--- config.mk ---
export PLATFORM = sky130hd
export DESIGN_NAME = mem_stage_rsp
export DESIGN_NICKNAME = d
export VERILOG_FILES = /design/src/rtl/mem_pkg.sv /design/src/rtl/mem_stage_rsp_ld_extend.sv /design/src/rtl/mem_stage_rsp.sv
export SDC_FILE = /design/constraint.sdc
export NUM_CORES = 1
export LEC_CHECK = 0
export BUFFER_PORTS_ARGS = -buffer_cell sky130_fd_sc_hd__buf_4
export CELL_PAD_IN_SITES_DETAIL_PLACEMENT = 1
export CELL_PAD_IN_SITES_GLOBAL_PLACEMENT = 2
export CORE_UTILIZATION = 25
export DETAILED_ROUTE_END_ITERATION = 12
export PLACE_DENSITY_LB_ADDON = 0.1
export SYNTH_ARGS = -nofsm -noshare
export SYNTH_HDL_FRONTEND = slang
export SYNTH_SLANG_ARGS = --single-unit
--- constraint.sdc ---
create_clock -name clk -period 13.3 [get_ports clk]
set_clock_uncertainty 0.15 [all_clocks]
set_input_delay 0 -clock clk [delete_from_list [all_inputs] [get_ports clk]]
set_output_delay 0 -clock clk [all_outputs]
set_load 0.01 [all_outputs]
--- src/rtl/mem_pkg.sv ---
// Shared types for the MEM stage: load-op encoding, FSM states, control payload.
package mem_pkg;

    localparam int unsigned LD_OP_W = 3;
    localparam int unsigned REG_W   = 5;

    typedef enum logic [LD_OP_W-1:0] {
        LD_B  = 3'd0,
        LD_H  = 3'd1,
        LD_W  = 3'd2,
        LD_D  = 3'd3,
        LD_BU = 3'd4,
        LD_HU = 3'd5,
        LD_WU = 3'd6
    } ld_op_e;

    typedef enum logic [1:0] {
        EMPTY = 2'd0,
        WAIT  = 2'd1,
        READY = 2'd2
    } mem_state_e;

    // Control fields latched with each instruction entering MEM
    typedef struct packed {
        logic [LD_OP_W-1:0] ld_op;
        logic               res_from_mem;
        logic               gr_we;
        logic [REG_W-1:0]   dest;
    } mem_ctrl_t;

    // Only 32- and 64-bit datapaths are supported
    function automatic bit data_w_legal(input int unsigned w);
        return (w == 32) || (w == 64);
    endfunction

endpackage

--- src/rtl/mem_stage_rsp_ld_extend.sv ---
// Load data extraction: selects the byte lane by address and sign/zero extends.
module ld_extend
    import mem_pkg::*;
#(
    parameter int unsigned DATA_W = 32
) (
    input  logic [DATA_W-1:0]             rdata,
    input  logic [$clog2(DATA_W/8)-1:0]   addr_lo,
    input  logic [LD_OP_W-1:0]            ld_op,
    output logic [DATA_W-1:0]             ext_data
);

    logic [DATA_W-1:0] lane;

    // Little-endian lane alignment: addressed byte moves to bit 0
    assign lane = rdata >> {addr_lo, 3'b000};

    // Extension by access size and signedness
    always_comb begin
        ext_data = '0;
        case (ld_op)
            LD_B:    ext_data = DATA_W'($signed(lane[7:0]));
            LD_BU:   ext_data = DATA_W'(lane[7:0]);
            LD_H:    ext_data = DATA_W'($signed(lane[15:0]));
            LD_HU:   ext_data = DATA_W'(lane[15:0]);
            LD_W:    ext_data = DATA_W'($signed(lane[31:0]));
            LD_WU:   ext_data = DATA_W'(lane[31:0]);
            LD_D:    ext_data = (DATA_W == 64) ? lane : 'x;
            default: ext_data = '0;
        endcase
    end

endmodule

--- src/rtl/mem_stage_rsp.sv ---
// MEM pipeline stage that waits for an SRAM data response, holds it across WB
// stalls, extends loads and discards responses belonging to flushed loads.
// Optional build macro: MEM_LD_PERF_EN adds perf_ld_wait_cnt.
module mem_stage_rsp
    import mem_pkg::*;
#(
    parameter int unsigned DATA_W          = 32,
    parameter int unsigned PC_W            = 32,
    parameter int unsigned MAX_OUTSTANDING = 3
) (
    input  logic               clk,
    input  logic               reset,
    input  logic               exe_to_mem_valid,
    output logic               mem_allow_in,
    input  logic [DATA_W-1:0]  exe_alu_result,
    input  logic [2:0]         exe_ld_op,
    input  logic               exe_res_from_mem,
    input  logic               exe_gr_we,
    input  logic [4:0]         exe_dest,
    input  logic [PC_W-1:0]    exe_pc,
    input  logic               flush,
    input  logic               data_sram_data_ok,
    input  logic [DATA_W-1:0]  data_sram_rdata,
    output logic               mem_to_wb_valid,
    input  logic               wb_allow_in,
    output logic [DATA_W-1:0]  mem_wb_result,
    output logic               mem_wb_gr_we,
    output logic [4:0]         mem_wb_dest,
    output logic [PC_W-1:0]    mem_wb_pc,
    output logic               mem_fwd_we,
    output logic [4:0]         mem_fwd_dest,
    output logic [DATA_W-1:0]  mem_fwd_data,
    output logic               mem_fwd_pending
`ifdef MEM_LD_PERF_EN
    ,
    output logic [31:0]        perf_ld_wait_cnt
`endif
);

    localparam int unsigned OFF_W  = $clog2(DATA_W/8);
    localparam int unsigned DROP_W = $clog2(MAX_OUTSTANDING + 1);

    if (!data_w_legal(DATA_W)) begin : g_bad_data_w
        $error("mem_stage_rsp: DATA_W must be 32 or 64");
    end

    mem_state_e           state;
    logic [DROP_W-1:0]    drop_cnt;
    mem_ctrl_t            ctrl_q;
    logic [DATA_W-1:0]    alu_q;
    logic [DATA_W-1:0]    hold_q;
    logic [PC_W-1:0]      pc_q;
    logic [DATA_W-1:0]    ext_data;

    logic st_wait, st_ready, st_empty;
    logic drop_live, rsp_hit, drop_inc, drop_dec;
    logic out_valid, handoff, accept;

    ld_extend #(.DATA_W(DATA_W)) u_ld_extend (
        .rdata    (data_sram_rdata),
        .addr_lo  (alu_q[OFF_W-1:0]),
        .ld_op    (ctrl_q.ld_op),
        .ext_data (ext_data)
    );

    // Handshake and response classification
    always_comb begin
        st_wait   = (state == WAIT);
        st_ready  = (state == READY);
        st_empty  = (state == EMPTY);
        drop_live = (drop_cnt != '0);
        // A response belongs to the waiting load only once all stale ones are gone
        rsp_hit   = st_wait & data_sram_data_ok & ~drop_live;
        drop_dec  = data_sram_data_ok & drop_live;
        drop_inc  = flush & st_wait & ~rsp_hit;
        out_valid = ~flush & (st_ready | rsp_hit);
        handoff   = out_valid & wb_allow_in;
        accept    = exe_to_mem_valid & ~flush & (st_empty | handoff);
    end

    // Output decode; a response arriving while WB accepts bypasses the hold register
    always_comb begin
        mem_allow_in    = ~flush & (st_empty | handoff);
        mem_to_wb_valid = out_valid;
        mem_wb_result   = st_wait ? ext_data
                                  : (ctrl_q.res_from_mem ? hold_q : alu_q);
        mem_wb_gr_we    = ctrl_q.gr_we;
        mem_wb_dest     = ctrl_q.dest;
        mem_wb_pc       = pc_q;
        mem_fwd_we      = ctrl_q.gr_we & ~st_empty;
        mem_fwd_dest    = ctrl_q.dest;
        mem_fwd_data    = mem_wb_result;
        mem_fwd_pending = st_wait;
    end

    // FSM and stale-response counter
    always_ff @(posedge clk) begin
        if (reset) begin
            state    <= EMPTY;
            drop_cnt <= '0;
        end else begin
            drop_cnt <= drop_cnt + DROP_W'(drop_inc) - DROP_W'(drop_dec);
            if (flush)
                state <= EMPTY;
            else if (accept)
                state <= exe_res_from_mem ? WAIT : READY;
            else if (rsp_hit)
                state <= wb_allow_in ? EMPTY : READY;
            else if (st_ready & wb_allow_in)
                state <= EMPTY;
        end
    end

    // Datapath capture; contents are meaningful only while state is not EMPTY
    always_ff @(posedge clk) begin
        if (accept) begin
            ctrl_q <= '{ld_op: exe_ld_op, res_from_mem: exe_res_from_mem,
                        gr_we: exe_gr_we, dest: exe_dest};
            alu_q  <= exe_alu_result;
            pc_q   <= exe_pc;
        end
        if (rsp_hit)
            hold_q <= ext_data;
    end

`ifdef MEM_LD_PERF_EN
    // Saturating count of cycles spent waiting on load data
    always_ff @(posedge clk) begin
        if (reset)
            perf_ld_wait_cnt <= '0;
        else if (st_wait & ~data_sram_data_ok & (perf_ld_wait_cnt != '1))
            perf_ld_wait_cnt <= perf_ld_wait_cnt + 32'd1;
    end
`endif

    // More cancelled responses in flight than the counter can track
    a_drop_overflow: assert property (@(posedge clk) disable iff (reset)
        !(drop_inc && !drop_dec && (drop_cnt == DROP_W'(MAX_OUTSTANDING))))
        else $error("mem_stage_rsp: drop counter overflow");

endmodule

; ---- Word level (Yosys, flattened, before mapping)
; Index checks and enable logic that the tools add are counted.
[op_classes]
n_addsub = 2
mul = 0
n_div = 0
n_lt_le_gt_ge = 0
eq_ne = 8
n_shift = 1
n_mux = 8
n_bitwise = 18
reduce_logical = 6
[ops]
columns = operator, n
row1 = $pmux W32 S6, 1
row2 = $mux W32, 2
row3 = $shr A32 B5 Y32, 1
row4 = $and A1 B1 Y1, 12
row5 = $mux W2, 5
row6 = $eq A3 B3 Y1 const B, 3
row7 = $eq A3 B2 Y1 const B, 2
row8 = $not A1 Y1, 4
row9 = $reduce_or A2 Y1, 2
row10 = $eq A3 B1 Y1 const B, 1
row11 = $logic_not A3 Y1, 1
row12 = $reduce_bool A3 Y1, 1
row13 = $add A2 B1 Y2, 1
row14 = $eq A2 B1 Y1 const B, 1
row15 = $eq A2 B2 Y1 const B, 1
row16 = $logic_not A2 Y1, 1
row17 = $or A1 B1 Y1, 2
row18 = $reduce_bool A2 Y1, 1
row19 = $sub A2 B1 Y2, 1
[word_totals]
ff_bits = 110
latch_bits = 0
mem_bits_rw = 0
mem_bits_ro = 0
in_bits = 112
output_inout_bits = 111
wordCells = 52
memories = 0

; ---- Depth between registers and ports, before layout
; Gate-level depths: netlist (run 1).
[depth]
depth_word = 9
depth_mapped = 11
depth_no_buf = 9

; ---- Hierarchy
; From an unflattened synthesis (run 1), not the netlist that was laid out.
[unflattened]
cells_unflattened = 394
hier_area_um2 = 5275.1
[modules_own_cells]
columns = module, instances, cells_each, area_per_inst_um2, seq_area_each_um2
row1 = mem_stage_rsp, 1, 293, 4489.3, 3263.1
row2 = ld_extend, 1, 101, 785.8, 0.0

; ---- Worst setup path after synthesis (run 1)
; Ideal clock, no wire load.
[synth_path]
path_kind = register to register
startpoint = register drop_cnt[1]
endpoint = register alu_q[0], enable pin
setup_ps = 507
arrival_ps = 3891
t_required_ps = 12643
path_slack_ps = 8752
path_stages_with_launch = 5
path_buffers = 0
period_less_slack_ps = 4548
cell_sequence = dfxtp_1 nor3b_1 a21oi_1 a2bb2oi_1 nor2_1
[synth_via]
elab_chain_cells = 8
[synth_rtl]
columns = item, line_no
row1 = from (decl), mem_stage_rsp.sv:48  ; logic [DROP_W-1:0] drop_cnt;
row2 = from (signal assigned), mem_stage_rsp.sv:102  ; drop_cnt <= drop_cnt + DROP_W'(drop_inc) - DROP_W'(drop_dec);
row3 = $reduce_bool A2 Y1, mem_stage_rsp.sv:71  ; drop_live = (drop_cnt != '0);
row4 = $not A1 Y1, mem_stage_rsp.sv:73  ; rsp_hit = st_wait & data_sram_data_ok & ~drop_live;
row5 = $and A1 B1 Y1, mem_stage_rsp.sv:73
row6 = $or A1 B1 Y1, mem_stage_rsp.sv:76  ; out_valid = ~flush & (st_ready | rsp_hit);
row7 = $and A1 B1 Y1, mem_stage_rsp.sv:76
row8 = $and A1 B1 Y1, mem_stage_rsp.sv:77  ; handoff = out_valid & wb_allow_in;
row9 = $or A1 B1 Y1, mem_stage_rsp.sv:78  ; accept = exe_to_mem_valid & ~flush & (st_empty | handoff);
row10 = $and A1 B1 Y1, mem_stage_rsp.sv:78
row11 = net accept, mem_stage_rsp.sv:57  ; logic out_valid, handoff, accept;
row12 = to (signal assigned), mem_stage_rsp.sv:119  ; alu_q <= exe_alu_result;
row13 = to (decl), mem_stage_rsp.sv:50  ; logic [DATA_W-1:0] alu_q;
; The timed path passes the listed nets, and every way through them passes these cells.
; A chain may end at the register's enable or synchronous reset.

; ---- Final worst setup path (run 1)
[layout_path]
startpoint = register alu_q[0]
endpoint = output mem_wb_result[24]
[layout_via]
elab_chain_cells = 3
[layout_rtl]
columns = item, line_no
row1 = $shr A32 B5 Y32, mem_stage_rsp_ld_extend.sv:16  ; assign lane = rdata >> {addr_lo, 3'b000};
row2 = $pmux W32 S6, mem_stage_rsp_ld_extend.sv:21  ; case (ld_op)
row3 = $mux W32, mem_stage_rsp.sv:85  ; mem_wb_result = st_wait ? ext_data
row4 = to (decl), mem_stage_rsp.sv:26  ; output logic [DATA_W-1:0] mem_wb_result,
; No other way between the ends.

==> results of run 1 <==
==> stage by stage <==
| stage | std cells | setup slack, ps | total power [mW] | hold WS [ps] | util [%] |
|---|---|---|---|---|---|
| after floorplan | 428 | 8750 | 0.485 | -102 | - |
| after global placement | 861 | 10960 | 0.543 | 28.5 | 33.0 |
| after detailed placement | 861 | 10860 | 0.547 | 29.2 | 33.0 |
| after CTS | 965 | 10640 | 0.853 | 12.8 | 38.7 |
| after global routing | 965 | 10420 | 0.878 | 41.7 | 38.7 |
| final | 965 | 10680 | 0.837 | 25.8 | 38.7 |
==> Yosys cell counts (all sizes together) (2+ instances only) <==
cell,number
a31oi,24
nor3b,2
nor2,15
mux2i,27
ha,2
a211oi,39
a21o,8
edfxtp,106
xor2,2
o21ai,12
nand2b,4
clkbuf,6
nand2,42
nor2b,36
or2b,5
a21oi,2
and2,2
nand3b,9
buf,65
dfxtp,4
xnor2,2
inv,5
==> registers in the layout, summed over array words and instances (netlist names) <==
register      cells
hold_q           32
mem_fwd_dest      5
drop_cnt          2
ctrl_q            4
alu_q            32
mem_wb_pc        32
mem_wb_gr_we      1
state             2
==> layer usage <==
layer / track usage [%] / wire, µm
met3: 4.43 / 1100
met1: 18.2 / 6920
met2: 24.7 / 7750
met4: 3.67 / 170
met5: 0 / 0
==> power by group through the flow <==
stage	clock network (mW)	logic [mW]	registers, mW
4_1_cts	0.293	0.157	0.404
3_3_place_gp	0	0.132	0.411
5_1_grt	0.302	0.170	0.406
2_1_floorplan	0	0.0719	0.413
3_5_place_dp	0	0.135	0.412
6_report	0.279	0.153	0.404
==> how the worst max path moves through the flow <==
stage | startpoint | endpoint | cells after the start
2_1_floorplan | drop_cnt[1] | alu_q[0] | 4
3_3_place_gp | drop_cnt[1] | mem_wb_pc[18] | 5
3_5_place_dp | drop_cnt[1] | mem_wb_pc[8] | 5
4_1_cts | alu_q[0] | mem_wb_result[31] | 7
5_1_grt | alu_q[0] | mem_fwd_data[19] | 7
6_report | alu_q[0] | mem_wb_result[24] | 7
==> worst reg2reg max path, delay by kind of cell (launching register included) <==
kind / cells / cell delay, ps
AOI/OAI and AO/OA: 2 / 300
buffers and inverters: 1 / 750
DFF: 1 / 340
and+or+nand+nor: 2 / 430
==> cell families after synthesis <==
group	count (synthesis)
and+or+nand+nor	117
buffers and inverters	76
xor gates and xnor gates	4
DFF	110
muxes	27
adders and majority gates	2
AOI/OAI and AO/OA	92
==> layout make-up <==
cell class              instances  area [µm²]  share of cell area, %
multi-input cells             242        1620                   19.9
well taps                     275         344                   4.22
inverters                       5        18.8                  0.230
clock inverters                 7        82.6                   1.01
flip-flops and latches        110        3260                   40.0
repair buffers                317        2600                   31.9
clock buffers                   9         225                   2.76
==> flow_summary.yaml, run 1 <==
logic_synthesis:
  synth_cell_types: 38
  ys_ff_latch: 110
  synth_cells: 428
  synth_compound_area_share_pct: 12.0
  synth-simple-area-share_pct: 11.5
  synth_edf_count: 106
  synth_area_leaders: "edfxtp_1 59%, buf_4 6.2%, a211oi_1 5.4%, mux2i_1 5.0%, nor2b_1 4.2%"
  yosysTopAreaCellShare_pct: 58.8
  synth_xor_area_share_pct: 0.648
  synth-main-ff-cell: "edfxtp_1"
  ys_seq_area_share_pct: 60.3
  syn_avg_cell_area_um2: 12.6
  synthMuxAreaShare_pct: 5.00
  ys_async_sr_fraction_pct: 0
  synth_area_leader_cell: "edfxtp_1"
  synthesis.nets: 542
  netlist_area_mm2: 0.00541
  synth_fa_ha_area_share_pct: 0.463
  synth_top_family_by_area: "compound AO/OA/AOI/OAI gates"
  yosysWarnings: 0
sta:
  period_minus_slack_ps: 2620
  setup_viol: 0
  finalCritPeriodShare_pct: 19.7
  fmax_mhz: 381
  report.final.slew_viol_count: 0
  relSlewSlack_pct: 32.2
  hold_viol: 0
  setup_tns_ps: 0
  worst_pin_slew_ps: 1020
  rsz0062_at_grt: "false"
placed_design:
  finalWeightedCongestion: 0.731
  placed_area_mm2: 0.00697
  io_buffer_count: 222
  hpwl_um: 11200
min_path:
  hp-class: "primary input to flip-flop"
  hp-start: "data_sram_rdata[16]"
  hold_path_end: "hold_q[16]"
  holdPathStages: 4
cts:
  cts_max_level: 3
  worst_skew_pair.late_latency_ps: 360
  cts_buffers: 9
  cts.sinks: 110
  cts_resized: 0
  cts_tree: "yes"
  cts_setup_buffers: 0
  root_buffer: "clkbuf_16"
  clockBufferDepth: 2
  ctsHoldBuffers: 88
  clkSlewWorstSetupHoldPaths_ps: 80
critical_path:
  slowest_stage: "buf_4"
  path_class: "flip-flop to output pin"
  startpoint_type: "flip-flop"
  end_kind: "output pin"
  cp.required_ps: 13150
  path_common_cell: "buf_4"
  crit_family: "buffers and inverters"
  cp_slowest_stage_delay_ps: 430
  r2r_cells: 5
  r2r_start: "drop_cnt[1]"
  timing.rr.end: "alu_q[2]"
  crit_arrival_ps: 2470
  reg2reg_slack_ps: 10880
  crit_path_cell_trace: "buf_4 -> mux2i_1 -> mux2i_1 -> o211ai_2 -> buf_4 -> a31oi_1 -> buf_4"
  cp_num_buf_inv: 3
  crit_fanout: 43
floorplan:
  die_h_um: 149
  die_width_um: 149
  start_util_pct: 25.6
  rows: 53
  core_mm2: 0.0211
  design.die.area_mm2: 0.0222
  io_pins: 223
route:
  vias_per_cell: 4.33
  drtIter0Drc: 149
  drt.antenna.violating_nets: 0
  drtPass1Iterations: 4
  wl_per_cell_um: 16.5
  dr_total_vias: 4180
  wl_um: 15900
  drc: 0
final_layout:
  finalInstanceArea_mm2: 0.00816
  drive_gt1_share_pct: 36.7
  antenna_cells: 0
  mostFrequentLayoutCell: "buf_4"
  mostFrequentLayoutCells: "229 x buf_4, 106 x edfxtp_1, 88 x dlygate4sd3_1, 42 x nand2_1, 39 x a211oi_1"
  nets: 799
  area_growth_pct: 50.8
  num-fill-cells: 2249
global_routing:
  grt_pass1_vias: 4400
  grt_overflow: 0
  grt.total_usage_pct: 14.7
  grt_max_degree: 75
  antenna_found_initial: 0
  grt_pass1_wl_um: 24500
power_and_ir_drop:
  peakVddDrop_uv: 70.4
  pwr_density_cell_mw_per_mm2: 103
  p_leak_nw: 3.38
  seq_power_share_pct: 48.3
  combinationalPowerShare_pct: 18.3
  internal_power_mw: 0.616
  power.switching_mw: 0.221
  p_sw_share_pct: 26.4
  power.share.clock_pct: 33.4
status:
  status: "finished clean"
job:
  drv_cap: 0
(Power assumes the default switching activity.)
==> inputs of run 2 (changes only) <==
clock period = 2.7 ns   (was 13.3 ns; I/O delays follow)
==> flow_summary.yaml, run 2 (synthesized netlist as in run 1, its figures left out) <==
power_and_ir_drop:
  peakVddDrop_uv: 282
  internal_power_mw: 3.03
  total_power_mw: 4.11
  power.share.clock_pct: 33.1
  combinationalPowerShare_pct: 18.5
  pwr_density_cell_mw_per_mm2: 502
  p_leak_nw: 3.39
  seq_power_share_pct: 48.4
  p_sw_share_pct: 26.3
  power.switching_mw: 1.08
global_routing:
  grt_max_degree: 75
  grt_overflow: 0
  grt_pass1_vias: 4283
  grt_pass1_wl_um: 24000
  grt.total_usage_pct: 14.5
  antenna_found_initial: 0
critical_path:
  cp_slowest_stage_delay_ps: 410
  end_kind: "output pin"
  path_class: "flip-flop to output pin"
  crit_family: "buffers and inverters"
  cp_num_buf_inv: 2
  crit_arrival_ps: 2330
  cp.required_ps: 2550
  path_common_cell: "buf_4"
  crit_fanout: 34
  crit_path_cell_trace: "buf_4 -> mux2i_1 -> nand3b_2 -> a31oi_1 -> buf_4"
  startpoint_type: "flip-flop"
  slowest_stage: "edfxtp_1"
final_layout:
  area_growth_pct: 51.3
  register_area_mm2: 0.00326
  antenna_cells: 0
  mostFrequentLayoutCells: "226 x buf_4, 106 x edfxtp_1, 88 x dlygate4sd3_1, 42 x nand2_1, 39 x a211oi_1"
  nets: 799
  final_util_pct: 38.8
  multi_input_area_mm2: 0.00163
  num-fill-cells: 2284
  mostFrequentLayoutCell: "buf_4"
  drive_gt1_share_pct: 36.7
cts:
  cts_setup_buffers: 0
  root_buffer: "clkbuf_16"
  worst_skew_pair.late_latency_ps: 360
  cts_buffers: 9
  cts_max_level: 3
  cts.sinks: 110
  cts_tree: "yes"
  clkSlewWorstSetupHoldPaths_ps: 80
  clockBufferDepth: 2
route:
  vias_per_cell: 4.41
  drt.antenna.violating_nets: 0
  drtIter0Drc: 155
  drtPass1Iterations: 4
  wl_um: 16000
  drc: 0
  wl_per_cell_um: 16.6
  dr_total_vias: 4252
floorplan:
  die_h_um: 149
  die_width_um: 149
  core_mm2: 0.0211
  rows: 53
  design.die.area_mm2: 0.0222
  io_pins: 223
  start_util_pct: 25.6
sta:
  report.final.slew_viol_count: 0
  fmax_mhz: 403
  setup_viol: 0
  rsz0062_at_grt: "false"
  finalCritPeriodShare_pct: 91.8
  period_minus_slack_ps: 2480
  hold_ws_ps: 23.8
  worst_pin_slew_ps: 662
  setup_tns_ps: 0
  relSlewSlack_pct: 55.9
  hold_viol: 0
min_path:
  hp-class: "primary input to flip-flop"
placed_design:
  hpwl_um: 11100
  io_buffer_count: 222
  finalWeightedCongestion: 0.699
status:
  status: "finished clean"
job:
  drv_cap: 0
[run 2: cell types whose count changed in the layout (fill, tap and decap cells not counted)]
cell,change
clkinv_8,-1
o21ai_1,+1
buf_4,-3
nor3_2,-1
o21ai_0,-1
nor3_4,+1
buf_12,+2
buf_6,+1
inv_8,-1
inv_6,+2
[run 2: final timing paths]
kind,start,endpoint,slack [ps],depth (start not counted)
worst max-delay path,alu_q[1],mem_fwd_data[9],220,5
worst min-delay path,data_sram_rdata[9],hold_q[1],20,3
worst max register to register,state[1],state[1],420,5
worst min register to register,drop_cnt[1],drop_cnt[1],440,2
[run 2: cell type report]
cell class / count / area share, %
Multi-Input combinational cell: 242 / 19.9
Inverter: 5 / 0.229
Timing Repair Buffer: 317 / 32.1
Clock buffer: 9 / 2.75
Sequential cell: 110 / 39.9
Tap cell: 275 / 4.21
Clock inverter: 7 / 0.887
[run 2: power by group through the flow]
stage | sequential (mW) | clock, mW | combinational [mW]
2_1_floorplan | 2.03 | 0 | 0.356
3_3_place_gp | 2.03 | 0 | 0.658
3_5_place_dp | 2.03 | 0 | 0.668
4_1_cts | 1.99 | 1.42 | 0.775
5_1_grt | 2.00 | 1.48 | 0.836
6_report | 1.99 | 1.36 | 0.760
[run 2: metrics by stage]
stage,instance area [µm²],worst slack [ps],cells
final,8180,221,965
after global routing,8180,23.2,965
after detailed placement,7000,385,861
after floorplan,5420,208,428
after CTS,8180,66.3,965
after global placement,7000,420,861
[run 2: per-layer routing]
layer	track usage [%]	up-vias	wire length, µm
li1	-	2059	-
met1	18.0	2042	6890
met2	24.2	139	7940
met3	4.22	12	940
met4	4.49	0	218
met5	0	-	0
[run 2: worst min-delay path, stage by stage]
cell	delay, ps
buf_4	90
a211oi_1	60
a211oi_1	230
[run 2: repair_timing]
| item | in CTS | in global routing |
|---|---|---|
| hold buffers | 88 | 0 |
| resized for setup | 1 | 1 |
| hold endpoints to repair | 86 | 0 |
| cloned | 0 | 0 |
| endpoints found under the setup margin | 2 | 2 |
